### src/rtl/if_stage.sv
// Instruction fetch + IF/ID register; fetches one word per cycle when memory is ready, ID updates one edge after acceptance.
// Wait states hold IMemAddr; a word that arrives while ID is stalled is parked; redirects during a fetch finish that fetch, then discard it.
module if_stage #(
  parameter logic [31:0] PC_RESET = 32'h0000_0000
) (
  input  logic        clk,
  input  logic        rst_n,
  input  logic        PCEn,
  input  logic        IF_ID_En,
  input  logic        BranchTaken,
  input  logic [31:0] BranchTarget,
  input  logic        JumpTaken,
  input  logic [31:0] JumpTarget,
  output logic        IMemReq,
  output logic [31:0] IMemAddr,
  input  logic        IMemReady,
  input  logic [31:0] IMemRdata,
  output logic [31:0] Instr_ID,
  output logic [31:0] PCPlus4_ID,
  output logic        Valid_ID,
  output logic        Stall_IF
);

  typedef enum logic [1:0] {S_IDLE, S_REQ, S_HOLD, S_DROP} state_t;

  state_t      state_q, state_d;
  logic [31:0] pc_q, pc_d;
  logic [31:0] pend_tgt_q, pend_tgt_d;
  logic [31:0] buf_q, buf_d;
  logic [31:0] instr_q, instr_d;
  logic [31:0] pcp4_q, pcp4_d;
  logic        valid_q, valid_d;
  logic        req_q, req_d;

  logic        redirect;
  logic        consume;
  logic        word_avail;
  logic [31:0] target;
  logic [31:0] word;
  logic [31:0] pc_plus4;

  always_comb begin
    redirect   = (BranchTaken | JumpTaken) & PCEn;
    target     = BranchTaken ? BranchTarget : JumpTarget;
    consume    = PCEn & IF_ID_En;
    word_avail = ((state_q == S_REQ) && IMemReady) || (state_q == S_HOLD);
    word       = (state_q == S_HOLD) ? buf_q : IMemRdata;
    pc_plus4   = pc_q + 32'd4;

    state_d    = state_q;
    pc_d       = pc_q;
    pend_tgt_d = pend_tgt_q;
    buf_d      = buf_q;
    instr_d    = instr_q;
    pcp4_d     = pcp4_q;
    valid_d    = valid_q;

    case (state_q)
      S_IDLE: state_d = S_REQ;
      S_REQ: begin
        if (IMemReady) begin
          if (redirect) begin
            pc_d = target;
          end else if (consume) begin
            pc_d = pc_plus4;
          end else begin
            buf_d   = IMemRdata;
            state_d = S_HOLD;
          end
        end else if (redirect) begin
          pend_tgt_d = target;
          state_d    = S_DROP;
        end
      end
      S_HOLD: begin
        if (redirect) begin
          pc_d    = target;
          state_d = S_REQ;
        end else if (consume) begin
          pc_d    = pc_plus4;
          state_d = S_REQ;
        end
      end
      S_DROP: begin
        // The in-flight request must complete; a newer redirect replaces the pending target.
        if (redirect) begin
          pend_tgt_d = target;
        end
        if (IMemReady) begin
          pc_d    = redirect ? target : pend_tgt_q;
          state_d = S_REQ;
        end
      end
      default: state_d = S_IDLE;
    endcase

    req_d = (state_d == S_REQ) || (state_d == S_DROP);

    if (IF_ID_En) begin
      if (word_avail && consume && !redirect) begin
        instr_d = word;
        pcp4_d  = pc_plus4;
        valid_d = 1'b1;
      end else begin
        instr_d = 32'h0;
        valid_d = 1'b0;
      end
    end
  end

  always_ff @(posedge clk or negedge rst_n) begin
    if (!rst_n) begin
      state_q    <= S_IDLE;
      pc_q       <= PC_RESET;
      pend_tgt_q <= 32'h0;
      buf_q      <= 32'h0;
      instr_q    <= 32'h0;
      pcp4_q     <= 32'h0;
      valid_q    <= 1'b0;
      req_q      <= 1'b0;
    end else begin
      state_q    <= state_d;
      pc_q       <= pc_d;
      pend_tgt_q <= pend_tgt_d;
      buf_q      <= buf_d;
      instr_q    <= instr_d;
      pcp4_q     <= pcp4_d;
      valid_q    <= valid_d;
      req_q      <= req_d;
    end
  end

  assign IMemReq    = req_q;
  assign IMemAddr   = pc_q;
  assign Instr_ID   = instr_q;
  assign PCPlus4_ID = pcp4_q;
  assign Valid_ID   = valid_q;
  assign Stall_IF   = ~word_avail;

endmodule
### config.mk
export PLATFORM = sky130hd
export DESIGN_NAME = if_stage
export DESIGN_NICKNAME = d
export VERILOG_FILES = /design/src/rtl/if_stage.sv
export SDC_FILE = /design/constraint.sdc
export NUM_CORES = 1
export LEC_CHECK = 0
export ABC_AREA = 1
export CORE_MARGIN = 2
export CORE_UTILIZATION = 52
export CTS_BUF_LIST = sky130_fd_sc_hd__clkbuf_8
export DETAILED_ROUTE_END_ITERATION = 8
export PLACE_DENSITY = 0.79
export SLEW_MARGIN = 25
export SYNTH_ARGS = -nofsm -noshare
export SYNTH_HDL_FRONTEND = slang
export SYNTH_SLANG_ARGS = --single-unit
export TNS_END_PERCENT = 20
### constraint.sdc
create_clock -name clk -period 1.92 [get_ports clk]
set_input_delay 0.384 -clock clk [delete_from_list [all_inputs] [get_ports clk]]
set_output_delay 0.384 -clock clk [all_outputs]
set_load 0.03 [all_outputs]
==> impl_metrics.json, run 1 <==
{
  "cts_made_buffers": 17,
  "timing.fmax_ghz": 0.5330,
  "rsz0062_at_grt": "false",
  "ys_async_sr_fraction_pct": 100.0,
  "ctsHtreeMaxLevel": 4,
  "io-pin-count": 202,
  "initial_core_util_pct": 52.78,
  "min_path_type": "in2async",
  "hold_viol": 0,
  "grt_usage_pct": 26.18,
  "fin_crit_sh_pct": 97.71,
  "start_kind": "flip-flop",
  "finish.net_count": 1416,
  "setup_viol": 0,
  "critPathBufInv": 1,
  "synthTopCellsByArea": "dfrtp_1, nand2_1, o21ai_0",
  "die_w_um": 130.3,
  "gp_congestion": 0.9372,
  "coreArea_mm2": 0.01571,
  "root_buffer": "clkbuf_8",
  "dp.cells": 1505,
  "period_needed_ns": 1.876,
  "synth_xor_area_share_pct": 1.584,
  "grt_pass1_wl_um": 34960,
  "slowest_delay_ns": 0.67,
  "synth_compound_gate_area_share_pct": 15.60,
  "ys_ff_latch": 163,
  "whs_ns": 0.3522,
  "p_per_area_mw_per_mm2": 1289,
  "area_delta_synth_final_pct": 34.84,
  "dr.pass1.iters": 6,
  "synth_top_family_by_area": "simple AND/OR/NAND/NOR gates",
  "clkLatencyLatePin_ns": 0.46,
  "antenna_cells": 0,
  "synth_fa_ha_area_share_pct": 0.1509,
  "portBuffers": 201,
  "ys_types": 33,
  "synth_top_area_cell": "dfrtp_1",
  "ant_nets": 0,
  "ir_drop_mv": 0.6086,
  "fp.dieH_um": 130.3,
  "wl_per_cell_um": 13.94,
  "clock_skew_ns": 0.006330,
  "required_ns": 1.54,
  "clk_pin_slew_ns": 0.09,
  "viasPerCell": 4.997,
  "critPathArrivalTime_ns": 1.49,
  "leakagePower_nw": 5.794,
  "drv_slew": 0,
  "tritoncts": "yes",
  "rows": 46,
  "slew_headroom_pct": 72.41,
  "fillers": 1318,
  "first_global_vias": 7157,
  "worst_slew_pin_slew_ns": 0.4139,
  "dieArea_mm2": 0.01697,
  "vias": 7700,
  "yosys_warnings": 0,
  "path_cells": "clkdlybuf4s50_1",
  "cts.sinks": 163,
  "crit_type": "reg2out",
  "dp_hpwl_um": 16030,
  "drive_gt1_share_pct": 7.472,
  "slowest_stage": "clkdlybuf4s50_1",
  "drv_cap": 0,
  "yosys_most_used_dff": "dfrtp_1",
  "synth_cells": 1111,
  "crit_fanout": 2,
  "outcome": "complete, no violations",
  "first_iter_violations": 550,
  "synth_top_cell_area_share_pct": 49.19,
  "crit_family": "buffers and inverters",
  "clockBufferDepth": 2,
  "synthSimpleGateAreaFrac_pct": 23.20,
  "syn_area_mm2": 0.008293,
  "synth_nets": 1215,
  "route.detailed.drc": 0,
  "yosysSeqAreaShare_pct": 49.19,
  "grt_max_degree": 65,
  "fin_cells": 1541,
  "synthMuxAreaShare_pct": 0,
  "synth_edf_count": 0,
  "drt_wl_total_um": 21480,
  "avgSynthCellArea_um2": 7.464,
  "end_kind": "output port",
  "gr-total-overflow": 0,
  "antenna_found_initial": 0
}
==> flip-flops by register name, summed over array words and instances, names as in the netlist <==
signal      count
pend_tgt_q     32
PCPlus4_ID     32
Instr_ID       32
IMemAddr       32
Valid_ID        1
buf_q          32
state_q         2
==> cells in the mapped netlist, types with 2 or more instances <==
| cell type | count |
|---|---|
| a21oi_1 | 31 |
| a22oi_1 | 2 |
| and2_1 | 2 |
| buf_1 | 4 |
| buf_2 | 15 |
| buf_4 | 5 |
| clkbuf_1 | 30 |
| dfrtp_1 | 163 |
| inv_1 | 155 |
| inv_2 | 5 |
| nand2_1 | 356 |
| nand2_2 | 2 |
| nand3_1 | 22 |
| nand3b_1 | 4 |
| nor2_1 | 97 |
| nor2_2 | 4 |
| o2111ai_1 | 2 |
| o21ai_0 | 128 |
| o21ai_1 | 14 |
| o22ai_1 | 36 |
| o22ai_2 | 9 |
| xnor2_1 | 2 |
| xor2_1 | 13 |
==> layout make-up <==
cell class,instances,area [um2],share of cell area (%)
repair buffers,237,2410,21.55
clock buffers,17,234.0,2.092
flip-flops and latches,163,4080,36.49
inverters,160,600.6,5.371
multi-input cells,733,3381,30.23
clock inverters,15,206.4,1.846
well taps,216,270.3,2.417
==> placed cells by master, fill, tap and decap left out, drive strengths merged, types with 2 or more instances in the layout <==
cell           synthesis  layout
nand3b                 4       4
nand3                 22      22
nand2                358     358
clkinv                 0       5
dfrtp                163     163
clkinvlp               0       3
a22oi                  2       2
inv                  160     163
o21ai                144     144
o22ai                 45      45
nor2                 102     102
dlygate4sd2            0      62
clkbuf                30      17
and2                   2       2
a21oi                 32      32
bufinv                 0       4
o2111ai                2       2
clkdlybuf4s50          0     119
xnor2                  2       2
dlymetal6s2s           0      17
buf                   25      38
xor2                  13      13
==> routing by layer <==
| metal | track usage, % | vias up | share of wire (%) |
|---|---|---|---|
| li1 | - | 3868 | - |
| met1 | 35.88 | 3510 | 44 |
| met2 | 42.07 | 292 | 47 |
| met3 | 5.904 | 30 | 7.6 |
| met4 | 7.653 | 0 | 1.4 |
| met5 | 0 | - | 0 |
==> logic make-up after synthesis <==
| kind of cell | count (synthesis) |
|---|---|
| compound gates | 227 |
| xor+xnor | 15 |
| buf+inv | 215 |
| fa+ha+maj | 1 |
| simple gates | 490 |
| flops | 163 |
==> power by group <==
part	leakage [nW]	internal (mW)	switching [mW]	total, mW
clock	0.216	1.43	1.32	2.75
combinational	3.55	2.19	3.97	6.16
sequential	2.02	4.60	0.912	5.51
==> stage by stage <==
stage / TNS (ns) / utilization [%] / total power, mW / setup WS, ns / cell area, um2
after global placement: -1.363 / 68.28 / 11.99 / -0.05756 / 10730
after detailed placement: -4.815 / 68.28 / 12.15 / -0.09751 / 10730
after global routing: 0 / 71.17 / 15.36 / 0.0007969 / 11180
after CTS: 0 / 70.71 / 14.48 / 0.004588 / 11110
final: 0 / 71.17 / 14.42 / 0.04393 / 11180
after floorplan: 0 / - / 9.241 / 0.1217 / 8293
==> worst paths after layout <==
kind | slack [ns] | cells past startpoint | end | from
min | 0.35 | 2 | buf_q[1]$_DFFE_PN0P_ | rst_n
max in group asynchronous | 0.93 | 3 | buf_q[13]$_DFFE_PN0P_ | rst_n
min reg2reg | 0.47 | 2 | PCPlus4_ID[8]$_DFFE_PN0P_ | PCPlus4_ID[8]$_DFFE_PN0P_
min in group clk | 0.47 | 5 | state_q[0]$_DFF_PN0_ | BranchTaken
max | 0.04 | 1 | PCPlus4_ID[25] | PCPlus4_ID[25]$_DFFE_PN0P_
max reg2reg | 0.19 | 8 | IMemAddr[18]$_DFFE_PN0P_ | IMemAddr[2]$_DFFE_PN0P_
==> repair_timing <==
item | 4_1_cts | 5_1_grt
gates resized for setup | 65 | 19
pin swaps | 0 | 0
hold buffers | 1 | 0
endpoints found under the hold margin | 22 | 0
endpoints found under the setup margin | 63 | 19
setup buffers | 0 | 3
(Power assumes the default switching activity.)
==> run 2: changes to the inputs <==
Settings changed: GPL_TIMING_DRIVEN set to 0.
==> run 2 against run 1 <==
Against the previous run: clock skew rose by 0.0038 ns; final cell count rose by 2.1%; power rose by 0.18%; clock power fell by 4%; non-clock buffer count rose by 33; wire length rose by 7.1%; die area did not move; combinational power rose by 2%; fmax fell by 0.48%; global-route usage rose by 1.5 points; critical path depth rose by 5.
==> impl_metrics.json, run 2 (same netlist as run 1, synthesis figures left out) <==
{
  "outcome": "complete, no violations",
  "hold_viol": 0,
  "root_buffer": "clkbuf_8",
  "critPathBufInv": 3,
  "ctsHtreeMaxLevel": 4,
  "clockBufferDepth": 2,
  "first_global_vias": 7561,
  "worst_slew_pin_slew_ns": 0.6340,
  "vias": 7961,
  "rows": 46,
  "design_area_mm2": 0.01122,
  "clkLatencyLatePin_ns": 0.46,
  "antenna_found_initial": 0,
  "initial_core_util_pct": 52.78,
  "post-route-util_pct": 71.40,
  "required_ns": 1.54,
  "met2_length_um": 11280,
  "start_kind": "flip-flop",
  "antenna_cells": 0,
  "grt_usage_pct": 27.73,
  "gr-total-overflow": 0,
  "wl_per_cell_um": 14.62,
  "coreArea_mm2": 0.01571,
  "cts_made_buffers": 17,
  "timing.fmax_ghz": 0.5305,
  "fp.dieH_um": 130.3,
  "layout_common_cells": "nand2_1, dfrtp_1, inv_1",
  "dp_hpwl_um": 17410,
  "dpl-instance-area_mm2": 0.01060,
  "leakagePower_nw": 5.923,
  "end_kind": "output port",
  "period_needed_ns": 1.885,
  "finish.net_count": 1449,
  "gp_congestion": 0.9074,
  "drive_gt1_share_pct": 8.468,
  "drt_wl_total_um": 23010,
  "slowest_delay_ns": 0.42,
  "path_cells": "inv_2, nand2_2, o21ai_4, inv_2, nand2_2, buf_6",
  "fin_crit_sh_pct": 98.19,
  "route.detailed.drc": 0,
  "crit_type": "reg2out",
  "area_delta_synth_final_pct": 35.28,
  "rsz0062_at_grt": "true",
  "tritoncts": "yes",
  "clk_pin_slew_ns": 0.09,
  "rrSetupSlack_ns": 0.11,
  "critPathArrivalTime_ns": 1.50,
  "slowest_stage": "dfrtp_1",
  "slew_headroom_pct": 57.73,
  "drv_slew": 0,
  "grt_max_degree": 85,
  "viasPerCell": 5.058,
  "fillers": 1283,
  "crit_family": "flip-flops",
  "top_layer": "met4",
  "ant_nets": 0,
  "crit_fanout": 5,
  "dieArea_mm2": 0.01697,
  "ir_drop_mv": 0.6584,
  "wl_met3_um": 1754,
  "first_iter_violations": 685,
  "clock_skew_ns": 0.01013,
  "whs_ns": 0.4255,
  "setup_viol": 0,
  "cts.sinks": 163,
  "dr.pass1.iters": 6,
  "p_per_area_mw_per_mm2": 1288,
  "die_w_um": 130.3,
  "drv_cap": 0,
  "io-pin-count": 202,
  "min_path_type": "in2reg",
  "portBuffers": 200,
  "wl_met1_um": 9616,
  "grt_pass1_wl_um": 36690,
  "mostFrequentLayoutCell": "nand2_1"
}
## run 2: changes by cell type in the layout (fill, tap and decap cells not counted), moves of 6 or more
cell / change
clkbuf_1: +24
dlygate4sd2_1: -22
buf_2: +15
dlymetal6s2s_1: +15
buf_12: -12
clkbuf_2: +6
## run 2: area by class of cell
cell class                      count  area, um2  share of cell area, %
Sequential cell                   163       4081                  36.38
Clock inverter                     15      181.4                  1.617
Clock buffer                       17      234.0                  2.086
Timing Repair Buffer              215       2181                  19.44
Inverter                          160      600.6                  5.354
Buffer                             55      264.0                  2.353
Tap cell                          216      270.3                  2.409
Multi-Input combinational cell    733       3406                  30.36
## run 2: report_power, final
group	internal, mW	switching [mW]	leakage (nW)	total (mW)
Sequential	4.60	0.901	2.02	5.50
Clock	1.30	1.34	0.212	2.64
Combinational	2.27	4.03	3.69	6.31
Total	8.18	6.27	5.92	14.4
## run 2: stage by stage
step | instances | power (mW) | TNS (ns) | worst slack, ns
2_1_floorplan | 1111 | 9.241 | 0 | 0.1217
3_3_place_gp | 1527 | 11.85 | -1049.64 | -6.131
3_5_place_dp | 1528 | 11.99 | -53.50 | -0.5663
4_1_cts | 1561 | 14.32 | -0.05396 | -0.05053
5_1_grt | 1574 | 15.35 | -0.1917 | -0.03465
6_report | 1574 | 14.44 | 0 | 0.03485
## run 2: routing by layer
| layer | global-route usage, % | vias to the layer above |
|---|---|---|
| met5 | 0 | - |
| met4 | 7.906 | 0 |
| met3 | 5.945 | 28 |
| met2 | 47.71 | 324 |
| met1 | 35.52 | 3652 |
| li1 | - | 3957 |
## run 2: what timing repair did
action / in CTS / in global routing
hold buffers: 1 / 0
buffers inserted: 0 / 13
endpoints found under the hold margin: 83 / 0
resized for setup: 52 / 60
setup endpoints to repair: 50 / 101
pin swaps: 0 / 3
## run 2: path summary, 6_finish.rpt
kind / startpoint / to / depth (start not counted)
worst min register to register: PCPlus4_ID[13]$_DFFE_PN0P_ / PCPlus4_ID[13]$_DFFE_PN0P_ / 2
worst min-delay path: IF_ID_En / Instr_ID[0]$_DFFE_PN0P_ / 2
max in group asynchronous: rst_n / IMemAddr[3]$_DFFE_PN0P_ / 3
worst max register to register: IMemAddr[2]$_DFFE_PN0P_ / IMemAddr[16]$_DFFE_PN0P_ / 8
min in group asynchronous: rst_n / buf_q[3]$_DFFE_PN0P_ / 2
worst max-delay path: state_q[0]$_DFF_PN0_ / Stall_IF / 6
==> run 3: changes to the inputs <==
Settings changed: ABC_AREA 1 to not set, ABC_CLOCK_PERIOD_IN_PS set to 1920, CORE_UTILIZATION 52 to 51, PLACE_DENSITY 0.79 to 0.78.
==> run 3 against run 2 <==
Against the previous run: the run now ends with negative setup slack left; worst setup slack got worse by 0.10 ns; fmax down 5.1%; sequential power rose by 2%; via count down 6.8%; critical path type is now reg2reg; non-clock buffer count up 22; highest routed layer unchanged; synthesized cell count down 26%; clock power down 14%; sequential cell count unchanged.
==> impl_metrics.json, run 3 <==
{
  "slowest_stage": "or4_4",
  "rsz0062_at_grt": "true",
  "min_path_type": "in2reg",
  "tritoncts": "yes",
  "path_depth": 6,
  "clock_skew_ns": 0.01667,
  "route.detailed.drc": 0,
  "ctsHtreeMaxLevel": 4,
  "dp.cells": 1235,
  "clkLatencyLatePin_ns": 0.48,
  "ys_ff_latch": 163,
  "hold_depth": 3,
  "setup_tns_ns": -0.6228,
  "drt_wl_total_um": 24890,
  "ant_nets": 0,
  "synth_top_area_cell": "dfrtp_1",
  "worst_slew_pin_slew_ns": 0.7786,
  "initial_core_util_pct": 51.63,
  "fp.dieH_um": 130.1,
  "drive_gt1_share_pct": 21.48,
  "synth_nets": 923,
  "switching_share_pct": 42.45,
  "timing.fmax_ghz": 0.5035,
  "finish.net_count": 1172,
  "synth_fa_ha_area_share_pct": 0.1542,
  "first_global_vias": 6784,
  "yosys_warnings": 0,
  "violations": "negative setup slack",
  "setup_ws_ns": -0.06628,
  "seq_power_share_pct": 40.3,
  "slew_headroom_pct": 48.09,
  "yosysSeqAreaShare_pct": 50.28,
  "layout_common_cells": "dfrtp_1, clkdlybuf4s50_1, nand2_1",
  "hold_viol": 0,
  "p_per_area_mw_per_mm2": 1190,
  "synth_edf_count": 0,
  "critPathArrivalTime_ns": 2.35,
  "synthMostInstantiatedCell": "dfrtp_1",
  "crit_family": "simple AND/OR/NAND/NOR gates",
  "grt_max_degree": 94,
  "power_mw": 13.92,
  "leakagePower_nw": 5.647,
  "clock_power_share_pct": 16.4,
  "fin_crit_sh_pct": 103.5,
  "die_w_um": 130.1,
  "grt_usage_pct": 27.87,
  "p_int_mw": 8.011,
  "cts.sinks": 163,
  "synthSimpleGateAreaFrac_pct": 12.58,
  "wl_per_cell_um": 19.19,
  "root_buffer": "clkbuf_8",
  "synthTopCellsByArea": "dfrtp_1, mux2i_1, o21ai_0",
  "setup_viol": 42,
  "clockBufferDepth": 2,
  "cts_made_buffers": 17,
  "portBuffers": 199,
  "start_kind": "flip-flop",
  "io-pin-count": 202,
  "outcome": "finished, violations left",
  "first_iter_violations": 719,
  "dp_hpwl_um": 16750,
  "gp_congestion": 0.9541,
  "fillers": 1098,
  "antenna_found_initial": 0,
  "area_delta_synth_final_pct": 44.20,
  "rows": 46,
  "clk_pin_slew_ns": 0.09,
  "synth_xor_area_share_pct": 3.023,
  "grt_pass1_wl_um": 36090,
  "coreArea_mm2": 0.01571,
  "critPathBufInv": 2,
  "fin_cells": 1297,
  "path_cells": "and3b_2, nor2_4, or4_4, buf_12, buf_12, mux2_4",
  "period_needed_ns": 1.986,
  "synth_commonest_cells": "dfrtp_1, o21ai_0, nand2_1",
  "syn_area_mm2": 0.008113,
  "worstRegToRegCells": 6,
  "crit_type": "reg2reg",
  "vias": 7422,
  "yosys_most_used_dff": "dfrtp_1",
  "required_ns": 2.28,
  "end_kind": "flip-flop",
  "gr-total-overflow": 0,
  "slowest_delay_ns": 0.49,
  "dr.pass1.iters": 5,
  "comb_power_share_pct": 43.3,
  "cp_common_cell": "buf_12",
  "synthMuxAreaShare_pct": 13.05,
  "rrSetupSlack_ns": -0.07,
  "viasPerCell": 5.722,
  "synth_compound_gate_area_share_pct": 15.19,
  "dieArea_mm2": 0.01693,
  "synth_top_family_by_area": "compound AO/OA/AOI/OAI gates",
  "dpl-instance-area_mm2": 0.01045,
  "synth_top_cell_area_share_pct": 50.28,
  "ys_async_sr_fraction_pct": 100.0,
  "p_switching_mw": 5.909,
  "ir_drop_mv": 0.6687,
  "drv_slew": 0,
  "drv_cap": 0,
  "synth_cells": 819,
  "avgSynthCellArea_um2": 9.906,
  "design_area_mm2": 0.01170,
  "ys_types": 56,
  "mostFrequentLayoutCell": "dfrtp_1",
  "crit_fanout": 6
}
-- run 3: cell types whose count changed in the layout (fill, tap and decap cells not counted), sizes merged, moves of 33 or more --
cell   before  now
nor2      102   39
o21ai     144  111
mux2i       0   60
inv       163   47
mux2        0   40
nand2     358   95
-- run 3: timing repair --
action / in CTS / in global routing
cloned: 0 / 3
endpoints found under the hold margin: 70 / 0
endpoints found under the setup margin: 195 / 179
pin swaps: 4 / 21
setup buffers: 16 / 11
hold buffers: 1 / 0
resized for setup: 94 / 165
-- run 3: worst paths after layout --
path / startpoint / end
worst max register to register: state_q[1]$_DFF_PN0_ / PCPlus4_ID[3]$_DFFE_PN0P_
worst min register to register: pend_tgt_q[6]$_DFFE_PN0P_ / pend_tgt_q[6]$_DFFE_PN0P_
max in group asynchronous: rst_n / state_q[0]$_DFF_PN0_
worst min-delay path: PCEn / pend_tgt_q[17]$_DFFE_PN0P_
worst max-delay path: state_q[1]$_DFF_PN0_ / PCPlus4_ID[3]$_DFFE_PN0P_
min in group asynchronous: rst_n / buf_q[30]$_DFFE_PN0P_
-- run 3: logic make-up after synthesis --
group | Yosys count
AO/OA/AOI/OAI | 211
XOR/XNOR | 28
adder cells (fa/ha/maj) | 1
buffers and inverters | 104
flip-flops | 163
multiplexers | 100
AND/OR/NAND/NOR | 212
-- run 3: power by group through the flow --
stage	combinational [mW]	sequential [mW]	clock [mW]
global placement	5.62	5.58	0
finish	6.03	5.61	2.28
detailed placement	5.74	5.63	0
CTS	5.73	5.53	2.30
floorplan	2.21	6.65	0
global route	6.40	5.75	2.45
-- run 3: metrics by stage --
step | worst slack (ns) | util (%) | hold slack [ns]
2_1_floorplan | -0.08633 | - | 0.08841
3_3_place_gp | -6.840 | 66.31 | 0.4584
3_5_place_dp | -0.9590 | 66.52 | 0.3849
4_1_cts | -0.01456 | 70.34 | 0.2509
5_1_grt | -0.09820 | 74.44 | 0.2620
6_report | -0.06628 | 74.45 | 0.2720
-- run 3: routing by layer --
layer  vias up  global-route usage (%)  share of wire (%)
li1       3393                       -                  -
met1      3624                   39.72                 42
met2       356                   42.65                 47
met3        49                   6.396                8.1
met4         0                   8.665                2.3
met5         -                       0                  0
-- run 3: final cells by class --
cell class / count / area [um2] / area share (%)
Sequential cell: 163 / 4094 / 34.99
Multi-Input combinational cell: 552 / 3999 / 34.18
Timing Repair Buffer: 231 / 2375 / 20.30
Buffer: 61 / 451.7 / 3.861
Tap cell: 216 / 270.3 / 2.310
Clock buffer: 18 / 247.7 / 2.118
Inverter: 42 / 157.7 / 1.348
Clock inverter: 13 / 101.3 / 0.8663
Antenna cell: 1 / 2.502 / 0.02139
-- run 3: worst register-to-register path, delay by kind of cell (launching register included) --
kind                   cells  cell delay [ns]
buffers and inverters      2             0.32
flip-flops                 1             0.45
multiplexers               1             0.29
AND/OR/NAND/NOR            3             0.83
